### src/rtl/sd_req_arbiter_if.sv
// Signal bundle between the SD slot arbiter, its core-side requesters and hps_io.
// The master modport is the arbiter's view; slave is the surrounding logic.
interface sd_req_arbiter_if #(
  parameter int N = 2
);
  logic [N-1:0]    cl_rd;
  logic [N-1:0]    cl_wr;
  logic [32*N-1:0] cl_lba;
  logic [N-1:0]    cl_ack;
  logic [N-1:0]    cl_done;
  logic [N-1:0]    cl_err;
  logic [N-1:0]    cl_buff_wr;
  logic [8*N-1:0]  cl_buff_din;
  logic [31:0]     sd_lba;
  logic            sd_rd;
  logic            sd_wr;
  logic            sd_ack;
  logic            sd_buff_wr;
  logic [7:0]      sd_buff_din;
  logic            busy;
  logic [2:0]      grant;

  modport master (
    input  cl_rd, cl_wr, cl_lba, cl_buff_din, sd_ack, sd_buff_wr,
    output cl_ack, cl_done, cl_err, cl_buff_wr, sd_lba, sd_rd, sd_wr, sd_buff_din, busy, grant
  );

  modport slave (
    output cl_rd, cl_wr, cl_lba, cl_buff_din, sd_ack, sd_buff_wr,
    input  cl_ack, cl_done, cl_err, cl_buff_wr, sd_lba, sd_rd, sd_wr, sd_buff_din, busy, grant
  );
endinterface

### src/rtl/sd_req_arbiter.sv
// Round-robin arbiter sharing one hps_io SD block slot among N requesters,
// with one block transaction in flight and sd_buff traffic steered to the grantee.
module sd_req_arbiter #(
  parameter int          N       = 2,
  parameter logic [23:0] TIMEOUT = 24'hFFFFFF
) (
  input  logic            clk_sys,
  input  logic            reset,
  sd_req_arbiter_if.master bus
);

  typedef enum logic [1:0] {IDLE, ISSUE, XFER, DONE} state_t;

  localparam logic [23:0] TIMER_LAST = TIMEOUT - 24'd1;
  localparam logic [2:0]  LAST_INIT  = 3'(N - 1);

  state_t       state_q, state_d;
  logic [2:0]   grant_q, grant_d;
  logic [2:0]   last_q, last_d;
  logic [31:0]  lba_q, lba_d;
  logic         rd_q, rd_d;
  logic         wr_q, wr_d;
  logic [23:0]  timer_q, timer_d;
  logic [N-1:0] done_q, done_d;
  logic [N-1:0] err_q, err_d;

  logic         hi_valid, lo_valid, pick_valid, pick_rd;
  logic [2:0]   hi_idx, lo_idx, pick;
  logic [31:0]  pick_lba;
  logic [N-1:0] grant_oh;
  logic [7:0]   sel_din;

  // Priority rotates: the lowest requester above the last grantee wins, else wrap to
  // the lowest requester overall. The descending scan leaves the lowest index behind.
  always_comb begin
    // NOTE: every variable gets a default before any branch so no latch is inferred.
    hi_valid = 1'b0;
    lo_valid = 1'b0;
    hi_idx   = '0;
    lo_idx   = '0;
    pick_lba = '0;
    pick_rd  = 1'b0;
    for (int i = N - 1; i >= 0; i--) begin
      if (bus.cl_rd[i] || bus.cl_wr[i]) begin
        lo_valid = 1'b1;
        lo_idx   = 3'(i);
        if (3'(i) > last_q) begin
          hi_valid = 1'b1;
          hi_idx   = 3'(i);
        end
      end
    end
    pick_valid = lo_valid;
    pick       = hi_valid ? hi_idx : lo_idx;
    for (int i = 0; i < N; i++) begin
      if (pick == 3'(i)) begin
        pick_lba = bus.cl_lba[32*i +: 32];
        pick_rd  = bus.cl_rd[i];
      end
    end
  end

  always_comb begin
    grant_oh = '0;
    sel_din  = '0;
    for (int i = 0; i < N; i++) begin
      if (grant_q == 3'(i)) begin
        grant_oh[i] = 1'b1;
        sel_din     = bus.cl_buff_din[8*i +: 8];
      end
    end
  end

  always_comb begin
    state_d = state_q;
    grant_d = grant_q;
    last_d  = last_q;
    lba_d   = lba_q;
    rd_d    = rd_q;
    wr_d    = wr_q;
    timer_d = timer_q;
    done_d  = '0;
    err_d   = '0;
    unique case (state_q)
      IDLE: begin
        if (pick_valid) begin
          grant_d = pick;
          lba_d   = pick_lba;
          rd_d    = pick_rd;
          wr_d    = !pick_rd;
          timer_d = '0;
          state_d = ISSUE;
        end
      end
      ISSUE: begin
        timer_d = timer_q + 24'd1;
        // An ack that is already high on entry counts; it takes precedence over a timeout.
        if (bus.sd_ack) begin
          rd_d    = 1'b0;
          wr_d    = 1'b0;
          state_d = XFER;
        end else if (TIMEOUT != 24'd0 && timer_q == TIMER_LAST) begin
          rd_d    = 1'b0;
          wr_d    = 1'b0;
          err_d   = grant_oh;
          last_d  = grant_q;
          state_d = IDLE;
        end
      end
      XFER: begin
        if (!bus.sd_ack) begin
          done_d  = grant_oh;
          state_d = DONE;
        end
      end
      DONE: begin
        last_d  = grant_q;
        state_d = IDLE;
      end
      default: state_d = IDLE;
    endcase
  end

  always_ff @(posedge clk_sys) begin
    // NOTE: registers use non-blocking assignments so every flop samples pre-edge values.
    if (reset) begin
      state_q <= IDLE;
      grant_q <= '0;
      last_q  <= LAST_INIT;
      lba_q   <= '0;
      rd_q    <= 1'b0;
      wr_q    <= 1'b0;
      timer_q <= '0;
      done_q  <= '0;
      err_q   <= '0;
    end else begin
      state_q <= state_d;
      grant_q <= grant_d;
      last_q  <= last_d;
      lba_q   <= lba_d;
      rd_q    <= rd_d;
      wr_q    <= wr_d;
      timer_q <= timer_d;
      done_q  <= done_d;
      err_q   <= err_d;
    end
  end

  assign bus.sd_lba      = lba_q;
  assign bus.sd_rd       = rd_q;
  assign bus.sd_wr       = wr_q;
  assign bus.busy        = (state_q != IDLE);
  assign bus.grant       = grant_q;
  assign bus.cl_done     = done_q;
  assign bus.cl_err      = err_q;
  assign bus.sd_buff_din = (state_q != IDLE) ? sel_din : 8'h00;
  // Ack and buffer strobes pass straight through to the grantee, same cycle.
  assign bus.cl_ack      = ((state_q == ISSUE || state_q == XFER) && bus.sd_ack) ? grant_oh : '0;
  assign bus.cl_buff_wr  = (state_q == XFER && bus.sd_buff_wr) ? grant_oh : '0;

endmodule

### src/flat_wrapper.sv
// flat-port wrapper written by rule: the top's interface ports become plain ports
module sd_req_arbiter_flat 
#(
  parameter int          N       = 2,
  parameter logic [23:0] TIMEOUT = 24'hFFFFFF
)
  (clk_sys, reset, bus_cl_rd, bus_cl_wr, bus_cl_lba, bus_cl_buff_din, bus_sd_ack, bus_sd_buff_wr, bus_cl_ack, bus_cl_done, bus_cl_err, bus_cl_buff_wr, bus_sd_lba, bus_sd_rd, bus_sd_wr, bus_sd_buff_din, bus_busy, bus_grant);
  sd_req_arbiter_if #(.N(N)) bus_i ();
  input  logic clk_sys;
  input  logic reset;
  input wire logic [$bits(bus_i.cl_rd)-1:0] bus_cl_rd;
  input wire logic [$bits(bus_i.cl_wr)-1:0] bus_cl_wr;
  input wire logic [$bits(bus_i.cl_lba)-1:0] bus_cl_lba;
  input wire logic [$bits(bus_i.cl_buff_din)-1:0] bus_cl_buff_din;
  input wire logic [$bits(bus_i.sd_ack)-1:0] bus_sd_ack;
  input wire logic [$bits(bus_i.sd_buff_wr)-1:0] bus_sd_buff_wr;
  output wire logic [$bits(bus_i.cl_ack)-1:0] bus_cl_ack;
  output wire logic [$bits(bus_i.cl_done)-1:0] bus_cl_done;
  output wire logic [$bits(bus_i.cl_err)-1:0] bus_cl_err;
  output wire logic [$bits(bus_i.cl_buff_wr)-1:0] bus_cl_buff_wr;
  output wire logic [$bits(bus_i.sd_lba)-1:0] bus_sd_lba;
  output wire logic [$bits(bus_i.sd_rd)-1:0] bus_sd_rd;
  output wire logic [$bits(bus_i.sd_wr)-1:0] bus_sd_wr;
  output wire logic [$bits(bus_i.sd_buff_din)-1:0] bus_sd_buff_din;
  output wire logic [$bits(bus_i.busy)-1:0] bus_busy;
  output wire logic [$bits(bus_i.grant)-1:0] bus_grant;
  assign bus_i.cl_rd = bus_cl_rd;
  assign bus_i.cl_wr = bus_cl_wr;
  assign bus_i.cl_lba = bus_cl_lba;
  assign bus_i.cl_buff_din = bus_cl_buff_din;
  assign bus_i.sd_ack = bus_sd_ack;
  assign bus_i.sd_buff_wr = bus_sd_buff_wr;
  assign bus_cl_ack = bus_i.cl_ack;
  assign bus_cl_done = bus_i.cl_done;
  assign bus_cl_err = bus_i.cl_err;
  assign bus_cl_buff_wr = bus_i.cl_buff_wr;
  assign bus_sd_lba = bus_i.sd_lba;
  assign bus_sd_rd = bus_i.sd_rd;
  assign bus_sd_wr = bus_i.sd_wr;
  assign bus_sd_buff_din = bus_i.sd_buff_din;
  assign bus_busy = bus_i.busy;
  assign bus_grant = bus_i.grant;
  sd_req_arbiter #(.N(N), .TIMEOUT(TIMEOUT)) u_core (.clk_sys(clk_sys), .reset(reset), .bus(bus_i));
endmodule
### config.mk
export PLATFORM = sky130hd
export DESIGN_NAME = sd_req_arbiter_flat
export DESIGN_NICKNAME = d
export VERILOG_FILES = /design/src/rtl/sd_req_arbiter_if.sv /design/src/rtl/sd_req_arbiter.sv /design/src/flat_wrapper.sv
export SDC_FILE = /design/constraint.sdc
export NUM_CORES = 1
export LEC_CHECK = 0
export BUFFER_PORTS_ARGS = -buffer_cell sky130_fd_sc_hd__buf_2
export CAP_MARGIN = 20
export CORE_MARGIN = 2
export CORE_UTILIZATION = 48
export DETAILED_ROUTE_END_ITERATION = 8
export PLACE_DENSITY = 0.8
export SLEW_MARGIN = 20
export SYNTH_ARGS = -nofsm -noshare
export SYNTH_HDL_FRONTEND = slang
export SYNTH_SLANG_ARGS = --single-unit
### constraint.sdc
create_clock -name clk_sys -period 2.8 [get_ports clk_sys]
set_input_delay 0.56 -clock clk_sys [delete_from_list [all_inputs] [get_ports clk_sys]]
set_output_delay 0.56 -clock clk_sys [all_outputs]
set_load 0.05 [all_outputs]
* Word-level counts from Yosys, hierarchy flattened
Cells that the tools add are included.
** Cells by class
- Magnitude comparators :: 2
- Reductions and logical operators :: 19
- Add/sub/neg operators :: 1
- Mux-type cells :: 40
- Eq/ne operators :: 11
- Bitwise logic cells :: 3
** Operator list (number)
- 32-bit 2-to-1 mux :: 2
- 24-bit case mux with 2 select lines :: 1
- 24-bit by 1-bit adder with 24-bit output, second input constant :: 1
- 24-bit == test, second input constant :: 1
- 24-bit 2-to-1 mux :: 1
- 8-bit 2-to-1 mux :: 3
- 3-bit 2-to-1 mux :: 6
- 1-bit 2-to-1 mux :: 17
- 2-bit 2-to-1 mux :: 6
- 3-bit AND reduction :: 3
- 2-bit case mux with 4 select lines :: 1
- 3-bit by 1-bit == test with 1-bit output, second input constant :: 2
- 1-bit by 3-bit > comparator with 1-bit output, first input constant :: 2
- 3-bit zero test :: 2
- 3-bit case mux with 2 select lines :: 1
- 2-bit nonzero test :: 3
- 2-bit == test, second input constant :: 2
- 2-bit by 1-bit != test with 1-bit output, second input constant :: 2
- 2-bit != test, second input constant :: 2
- 1-bit case mux with 2 select lines :: 2
- 2-bit AND reduction :: 2
- 4-bit OR reduction :: 1
- 1-bit logical OR :: 3
- 3-bit by 2-bit != test with 1-bit output, second input constant :: 1
- 6 further kinds :: 9
** Word-level totals
- Register bits after elaboration :: 70
- Output and inout port bits :: 54
- Logic and storage cells :: 85

* Logic depth before layout (Yosys ltp)
Gate-level depths: netlist of run 1.
- Depth in word-level cells :: 12
- Gate-level depth with buffers :: 8

* Worst setup path before layout of run 1
No wires, ideal clock.
- Path type :: flip-flop to output port
- Start point :: register u_core.state_q[0]
- End point :: output port bus_sd_buff_din[0]
- Arrival time :: 1909 ps
- Required time :: 2240 ps
- Path buffers :: 3
- Stages on the path, launching flop included :: 7
- Setup slack :: 331 ps
- Cells stage by stage :: dfxtp_1 -> inv_1 -> ha_1 -> buf_2 -> clkbuf_1 -> clkbuf_1 -> nor2_1
** Between the ends
- Cells in the longest elaborated chain, start to end :: 2
** Ends and longest elaborated chain
- start: declaration :: RTL line sd_req_arbiter.sv:17 : state_t state_q, state_d;
- start signal: assignment :: RTL line sd_req_arbiter.sv:137 : state_q <= state_d;
- 2-bit nonzero test :: RTL line sd_req_arbiter.sv:156 : assign bus.sd_buff_din = (state_q != IDLE) ? sel_din : 8'h00;
- 8-bit 2-to-1 mux :: RTL line sd_req_arbiter.sv:156
- end: declaration :: RTL line flat_wrapper.sv:24 : output wire logic [$bits(bus_i.sd_buff_din)-1:0] bus_sd_buff_din;
No other way between the ends.

* Worst setup path after layout of run 1
- Start point :: register u_core.state_q[0]
- End point :: output port bus_busy
** Between the ends
- Cells in the longest elaborated chain, start to end :: 1
** Ends and longest elaborated chain
- 2-bit nonzero test :: RTL line sd_req_arbiter.sv:152 : assign bus.busy = (state_q != IDLE);
- end: declaration :: RTL line flat_wrapper.sv:25 : output wire logic [$bits(bus_i.busy)-1:0] bus_busy;
No other way between the ends.

==> results of run 1 <==
-- Yosys cell counts (all sizes together), types with 7 or more instances --
master  instances  area (sq um)
o211ai          7         52.55
nor2           56         210.2
buf            12         77.57
mux2i          45         450.4
clkbuf         17         65.06
a211oi         37         277.8
dfxtp          66          1321
ha              7         87.58
or3             8         51.30
nand2          17         63.81
a21oi          18         90.09
o21ai          13         65.06
inv            14         52.55
-- layer usage --
metal,share of wire,vias to the layer above
li1,-,1685
met1,0.44,1523
met2,0.48,116
met3,0.062,13
met4,0.017,0
met5,0,-
-- per-stage QoR --
step	utilization	power, mW	cell area (sq um)	hold slack (ns)	setup slack [ns]
floorplan	-	1.932	3415	0.4384	0.3309
global placement	0.6090	2.188	4160	0.4507	0.6504
detailed placement	0.6090	2.212	4160	0.4694	0.5492
CTS	0.6408	3.096	4378	0.4795	0.2943
global route	0.6408	3.214	4378	0.4950	0.1985
finish	0.6408	3.074	4378	0.4739	0.2873
-- worst min path at each step --
stage,start,end,slack [ns],depth (start not counted)
2_1_floorplan,u_core.timer_q[22],u_core.timer_q[22],0.44,2
3_3_place_gp,u_core.timer_q[22],u_core.timer_q[22],0.45,2
3_5_place_dp,u_core.timer_q[22],u_core.timer_q[22],0.47,2
4_1_cts,u_core.timer_q[22],u_core.timer_q[22],0.48,2
5_1_grt,u_core.timer_q[22],u_core.timer_q[22],0.49,2
6_report,u_core.timer_q[22],u_core.timer_q[22],0.47,2
-- tightest hold or removal path, delay by kind of cell, from the launching register on --
family / cells / cell delay, ns
flops: 1 / 0.32
simple gates: 1 / 0.06
mux: 1 / 0.05
-- cell type report --
class	instances	area, sq um	area share
Clock buffer	10	127.6	0.02915
Clock inverter	6	90.09	0.02058
Inverter	14	52.55	0.01200
Multi-Input combinational cell	280	1911	0.4364
Sequential cell	66	1321	0.3018
Tap cell	96	120.1	0.02744
Timing Repair Buffer	147	755.7	0.1726
-- registers in the layout, indices dropped and copies added, names as in the netlist, named ones only --
register	count
u_core.bus.grant	1
u_core.bus.sd_wr	1
u_core.last_q	1
u_core.bus.cl_err	2
u_core.state_q	1
u_core.timer_q	24
u_core.bus.sd_lba	32
u_core.bus.sd_rd	1
u_core.bus.cl_done	2
-- logic make-up after synthesis --
logic type | Yosys count | synth area share
muxes | 45 | 0.1321
adders and majority gates | 7 | 0.02568
AOI/OAI and AO/OA | 99 | 0.2076
and+or+nand+nor | 123 | 0.1787
other | 1 | 0.001099
xor gates and xnor gates | 4 | 0.01027
buffers and inverters | 43 | 0.05722
DFF | 66 | 0.3874
-- power groups by stage --
| stage | Sequential, mW | Combinational [mW] | Clock [mW] |
|---|---|---|---|
| floorplan | 1.44 | 0.495 | 0 |
| global placement | 1.12 | 1.07 | 0 |
| detailed placement | 1.12 | 1.09 | 0 |
| CTS | 1.10 | 1.09 | 0.900 |
| global route | 1.12 | 1.16 | 0.934 |
| finish | 1.10 | 1.09 | 0.881 |
==> qor.yml, run 1 <==
status: "complete, no violations"
cts.clk_slew.worst_paths_ns: 0.07
grt_util_met1: 0.2764
cap_violations: 0
fin_crit_ns: 2.513
rows: 30
power.share.clock: 0.287
required_ns: 2.24
ant_nets: 0
reg2reg_setup_slack_ns: 0.50
critPathLaunchType: "flop"
critPathMostFrequentCell: "inv_1"
worstReg2RegEnd: "u_core.timer_q[17]"
fin_tns_setup_ns: 0
ys_ff_latch: 66
cp_top_family: "buffers and inverters"
cts_hold_buf: 0
io_buffers: 139
slew_headroom: 0.6197
worstMarginPinSlew_ns: 0.5653
dieArea_sq_mm: 0.007796
grt_pass1_wl_microns: 13760
antenna_found_initial: 0
crit_arrival_ns: 1.95
drive_gt1_frac: 0.3308
start_util: 0.4993
finalHoldViolCount: 0
ys_async_sr_fraction: 0
stdcell_count: 619
wl_per_cell_microns: 13.69
cts_buffers: 9
cts_sinks: 66
fin_nets: 613
clock.fmax_ghz: 0.3980
grt_pass1_vias: 3019
setup.worst_path.class: "reg2out"
clock_latency_ns: 0.34
postCtsSetupBuffers: 0
ys_types: 55
final_max_slew_viol_count: 0
hold_path.class: "reg2reg"
skew_ns: 0.005343
root_buffer: "clkbuf_8"
dp.cells: 603
rsz0062_at_grt: "false"
crit_end: "bus_busy"
setup_violations: 0
cpPeakStageDelay_ns: 0.43
synthFlopType: "dfxtp_1"
slowest_stage: "dfxtp_1"
synth_seq_area_share: 0.3874
dp_hpwl_microns: 6508
cts_resized: 0
p_per_area_mw_per_mm2: 702.1
grt_start_max_net_pins: 65
syn_inst: 388
synth-edff-count: 0
grtUsageMet3: 0.04757
coreArea_sq_mm: 0.006832
routed_wl_microns: 8477
h-tree-depth: 3
area_growth_pct: 28.36
crit_start: "u_core.state_q[0]"
cts_max_path_buffers: 2
grt_busiest_layer: "met2"
fillers: 606
track_usage: 0.2235
ys_warn_count: 0
seqPwrFrac: 0.359
die_h_microns: 88.30
layout_common_cells: "139 x buf_2, 66 x dfxtp_1, 56 x nor2_1"
crit_cells: 5
use_met2: 0.3814
drt_iter0_drc: 150
p_int_mw: 1.841
cp-end-kind: "primary output"
mappedNetlistArea_sq_mm: 0.003411
cts_tree: "yes"
min_period_over_period: 0.8974
reg2regPathDepth: 6
ir_drop_uv: 395.2
final_common_cell: "buf_2"
firstDrtPassIters: 5
power_switching_mw: 1.233
routabilityCongestion: 0.7998
path_max_fanout: 12
path_buf_inv: 4
r2r_start: "u_core.state_q[0]"
die_w_microns: 88.30
path_cells: "inv_1 -> ha_1 -> buf_4 -> inv_1 -> buf_2"
drc: 0
ioPinCount: 142
swShare: 0.4010
overflow: 0
p_leak_nw: 2.081
vias_per_cell: 5.391
antennaDiodeCount: 0
syn_avg_cell_area_sq_um: 8.791
route.vias.total: 3337
combPwrFrac: 0.355
(Power assumes the default switching activity.)
==> inputs of run 2 (changes only) <==
--- a/config.mk
+++ b/config.mk
@@ -7,11 +7,11 @@
 export LEC_CHECK = 0
 export BUFFER_PORTS_ARGS = -buffer_cell sky130_fd_sc_hd__buf_2
 export CAP_MARGIN = 20
+export CORE_ASPECT_RATIO = 1.75
 export CORE_MARGIN = 2
 export CORE_UTILIZATION = 48
 export DETAILED_ROUTE_END_ITERATION = 8
-export PLACE_DENSITY = 0.8
-export SLEW_MARGIN = 20
+export PLACE_DENSITY = 0.79
 export SYNTH_ARGS = -nofsm -noshare
 export SYNTH_HDL_FRONTEND = slang
 export SYNTH_SLANG_ARGS = --single-unit
==> run 2 against run 1 <==
Net effect: cell count is 2.1% lower; worst hold slack worse by 0.0079 ns; critical path type unchanged; critical path depth is 1 higher; clock power is 33% higher; largest power group is now clock; wire length is 4.8% higher; count of clock-buffer cells in the layout is 5 higher.
==> qor.yml, run 2 (synthesis gave the netlist of run 1 again) <==
holdCritStartpoint: "u_core.timer_q[22]"  # unchanged
rows: 40  # was 30
grt_pass1_vias: 3151  # was 3019
cap_violations: 0  # unchanged
drt_iter0_drc: 122  # was 150
worstReg2RegEnd: "u_core.timer_q[17]"  # unchanged
slowest_stage: "dfxtp_1"  # unchanged
finalHoldViolCount: 0  # unchanged
cts_sinks: 66  # unchanged
p_per_area_mw_per_mm2: 754.8  # was 702.1 mW/mm^2
grt_start_max_net_pins: 65  # unchanged
critPathLaunchType: "flop"  # unchanged
clock.fmax_ghz: 0.4032  # was 0.3980 GHz
min_period_over_period: 0.8859  # was 0.8974
hold_path.class: "reg2reg"  # unchanged
final_common_cell: "buf_2"  # unchanged
die_h_microns: 115.5  # was 88.30 microns
rsz0062_at_grt: "false"  # unchanged
clock_latency_ns: 0.33  # was 0.34 ns
reg2reg_setup_slack_ns: 0.56  # was 0.50 ns
reg2regPathDepth: 7  # was 6
coreArea_sq_mm: 0.006857  # was 0.006832 sq mm
h-tree-depth: 3  # unchanged
wl_per_cell_microns: 14.66  # was 13.69 microns
layout_common_cells: "139 x buf_2, 66 x dfxtp_1, 56 x nor2_1"  # unchanged
cpPeakStageDelay_ns: 0.42  # was 0.43 ns
path_max_fanout: 15  # was 12
dieArea_sq_mm: 0.007822  # was 0.007796 sq mm
antennaDiodeCount: 0  # unchanged
power.total_mw: 3.363  # was 3.074 mW
routed_wl_microns: 8886  # was 8477 microns
worstMarginPinSlew_ns: 0.6651  # was 0.5653 ns
cts.clk_slew.worst_paths_ns: 0.05  # was 0.07 ns
cts_buffers: 9  # unchanged
finish.instance_area_sq_mm: 0.004456  # was 0.004378 sq mm
fin_tns_setup_ns: 0  # unchanged
setup.worst_path.class: "reg2out"  # unchanged
firstDrtPassIters: 5  # unchanged
routabilityCongestion: 0.9101  # was 0.7998
r2r_start: "u_core.state_q[0]"  # unchanged
cts_hold_buf: 0  # unchanged
placed_area_sq_mm: 0.004138  # was 0.004160 sq mm
antenna_found_initial: 0  # unchanged
vias_per_cell: 5.493  # was 5.391
start_util: 0.4974  # was 0.4993
largest_register_ffs: 32  # unchanged
ant_nets: 0  # unchanged
route.vias.total: 3329  # was 3337
post-route-util: 0.6498  # was 0.6408
slew_headroom: 0.5560  # was 0.6197
whs_endpoint: "u_core.timer_q[22]"  # unchanged
dp_hpwl_microns: 6859  # was 6508 microns
overflow: 0  # unchanged
cts_max_path_buffers: 2  # unchanged
ir_drop_uv: 418.3  # was 395.2 uV
crit_start: "u_core.state_q[0]"  # unchanged
cts_tree: "yes"  # unchanged
cp-end-kind: "primary output"  # unchanged
final_max_slew_viol_count: 0  # unchanged
p_leak_nw: 2.125  # was 2.081 nW
cts_resized: 0  # unchanged
min_path_cells: 2  # unchanged
drc: 0  # unchanged
required_ns: 2.24  # about the same
setup_violations: 0  # unchanged
track_usage: 0.2366  # was 0.2235
die_w_microns: 67.72  # was 88.30 microns
skew_ns: 0.006633  # was 0.005343 ns
grt_pass1_wl_microns: 13910  # was 13760 microns
fin_crit_ns: 2.480  # was 2.513 ns
io_buffers: 139  # unchanged
postCtsSetupBuffers: 0  # unchanged
area_growth_pct: 30.63  # was 28.36%
finalHoldWorstSlack_ns: 0.4660  # was 0.4739 ns
path_cells: "inv_1 -> ha_1 -> buf_4 -> buf_4 -> inv_1 -> buf_2"  # was inv_1 -> ha_1 -> buf_4 -> inv_1 -> buf_2
root_buffer: "clkbuf_16"  # was clkbuf_8
fin_nets: 612  # was 613
drive_gt1_frac: 0.3276  # was 0.3308
crit_arrival_ns: 1.92  # was 1.95 ns
ioPinCount: 142  # unchanged
status: "complete, no violations"  # unchanged
[run 2: changes by cell type in the layout (fill, tap and decap cells not counted), sizes merged]
cell,previous run,this run
clkinvlp,1,0
clkinv,2,0
bufinv,2,1
buf,147,146
inv,15,14
clkbuf,10,15
[run 2: layout make-up]
cell class	instances	area (sq um)
Timing Repair Buffer	146	748.2
Tap cell	84	105.1
Inverter	14	52.55
Clock inverter	1	30.03
Multi-Input combinational cell	280	1911
Sequential cell	66	1321
Fill cell	560	2401
Clock buffer	15	287.8
[run 2: critical path, delay by kind of cell (launching register included)]
family | cells | cell delay (ns)
adder cells (fa/ha/maj) | 1 | 0.20
buffers and inverters | 5 | 0.97
flip-flops | 1 | 0.42
[run 2: metal layers]
layer / vias up / share of wire / GRT usage
met4: 0 / 0.020 / 0.1075
met1: 1520 / 0.38 / 0.2382
met5: - / 0 / 0
li1: 1676 / - / -
met3: 14 / 0.064 / 0.09029
met2: 119 / 0.53 / 0.4176
[run 2: how the worst max path moves through the flow]
stage                          to  slack (ns)  cells past startpoint
5_1_grt                  bus_busy        0.20                      6
2_1_floorplan  bus_sd_buff_din[0]        0.33                      6
6_report                 bus_busy        0.32                      6
3_5_place_dp   u_core.timer_q[17]        0.56                      6
3_3_place_gp   u_core.timer_q[17]        0.57                      6
4_1_cts                  bus_busy        0.33                      6
[run 2: stage by stage]
step                      std cells  setup WS (ns)
final                           606         0.3196
after global routing            606         0.1979
after CTS                       606         0.3264
after detailed placement        590         0.5563
after global placement          590         0.5743
after floorplan                 389         0.3309
[run 2: power by group]
group	internal (mW)	switching, mW
clock	0.786	0.383
combinational	0.292	0.793
sequential	1.04	0.0649
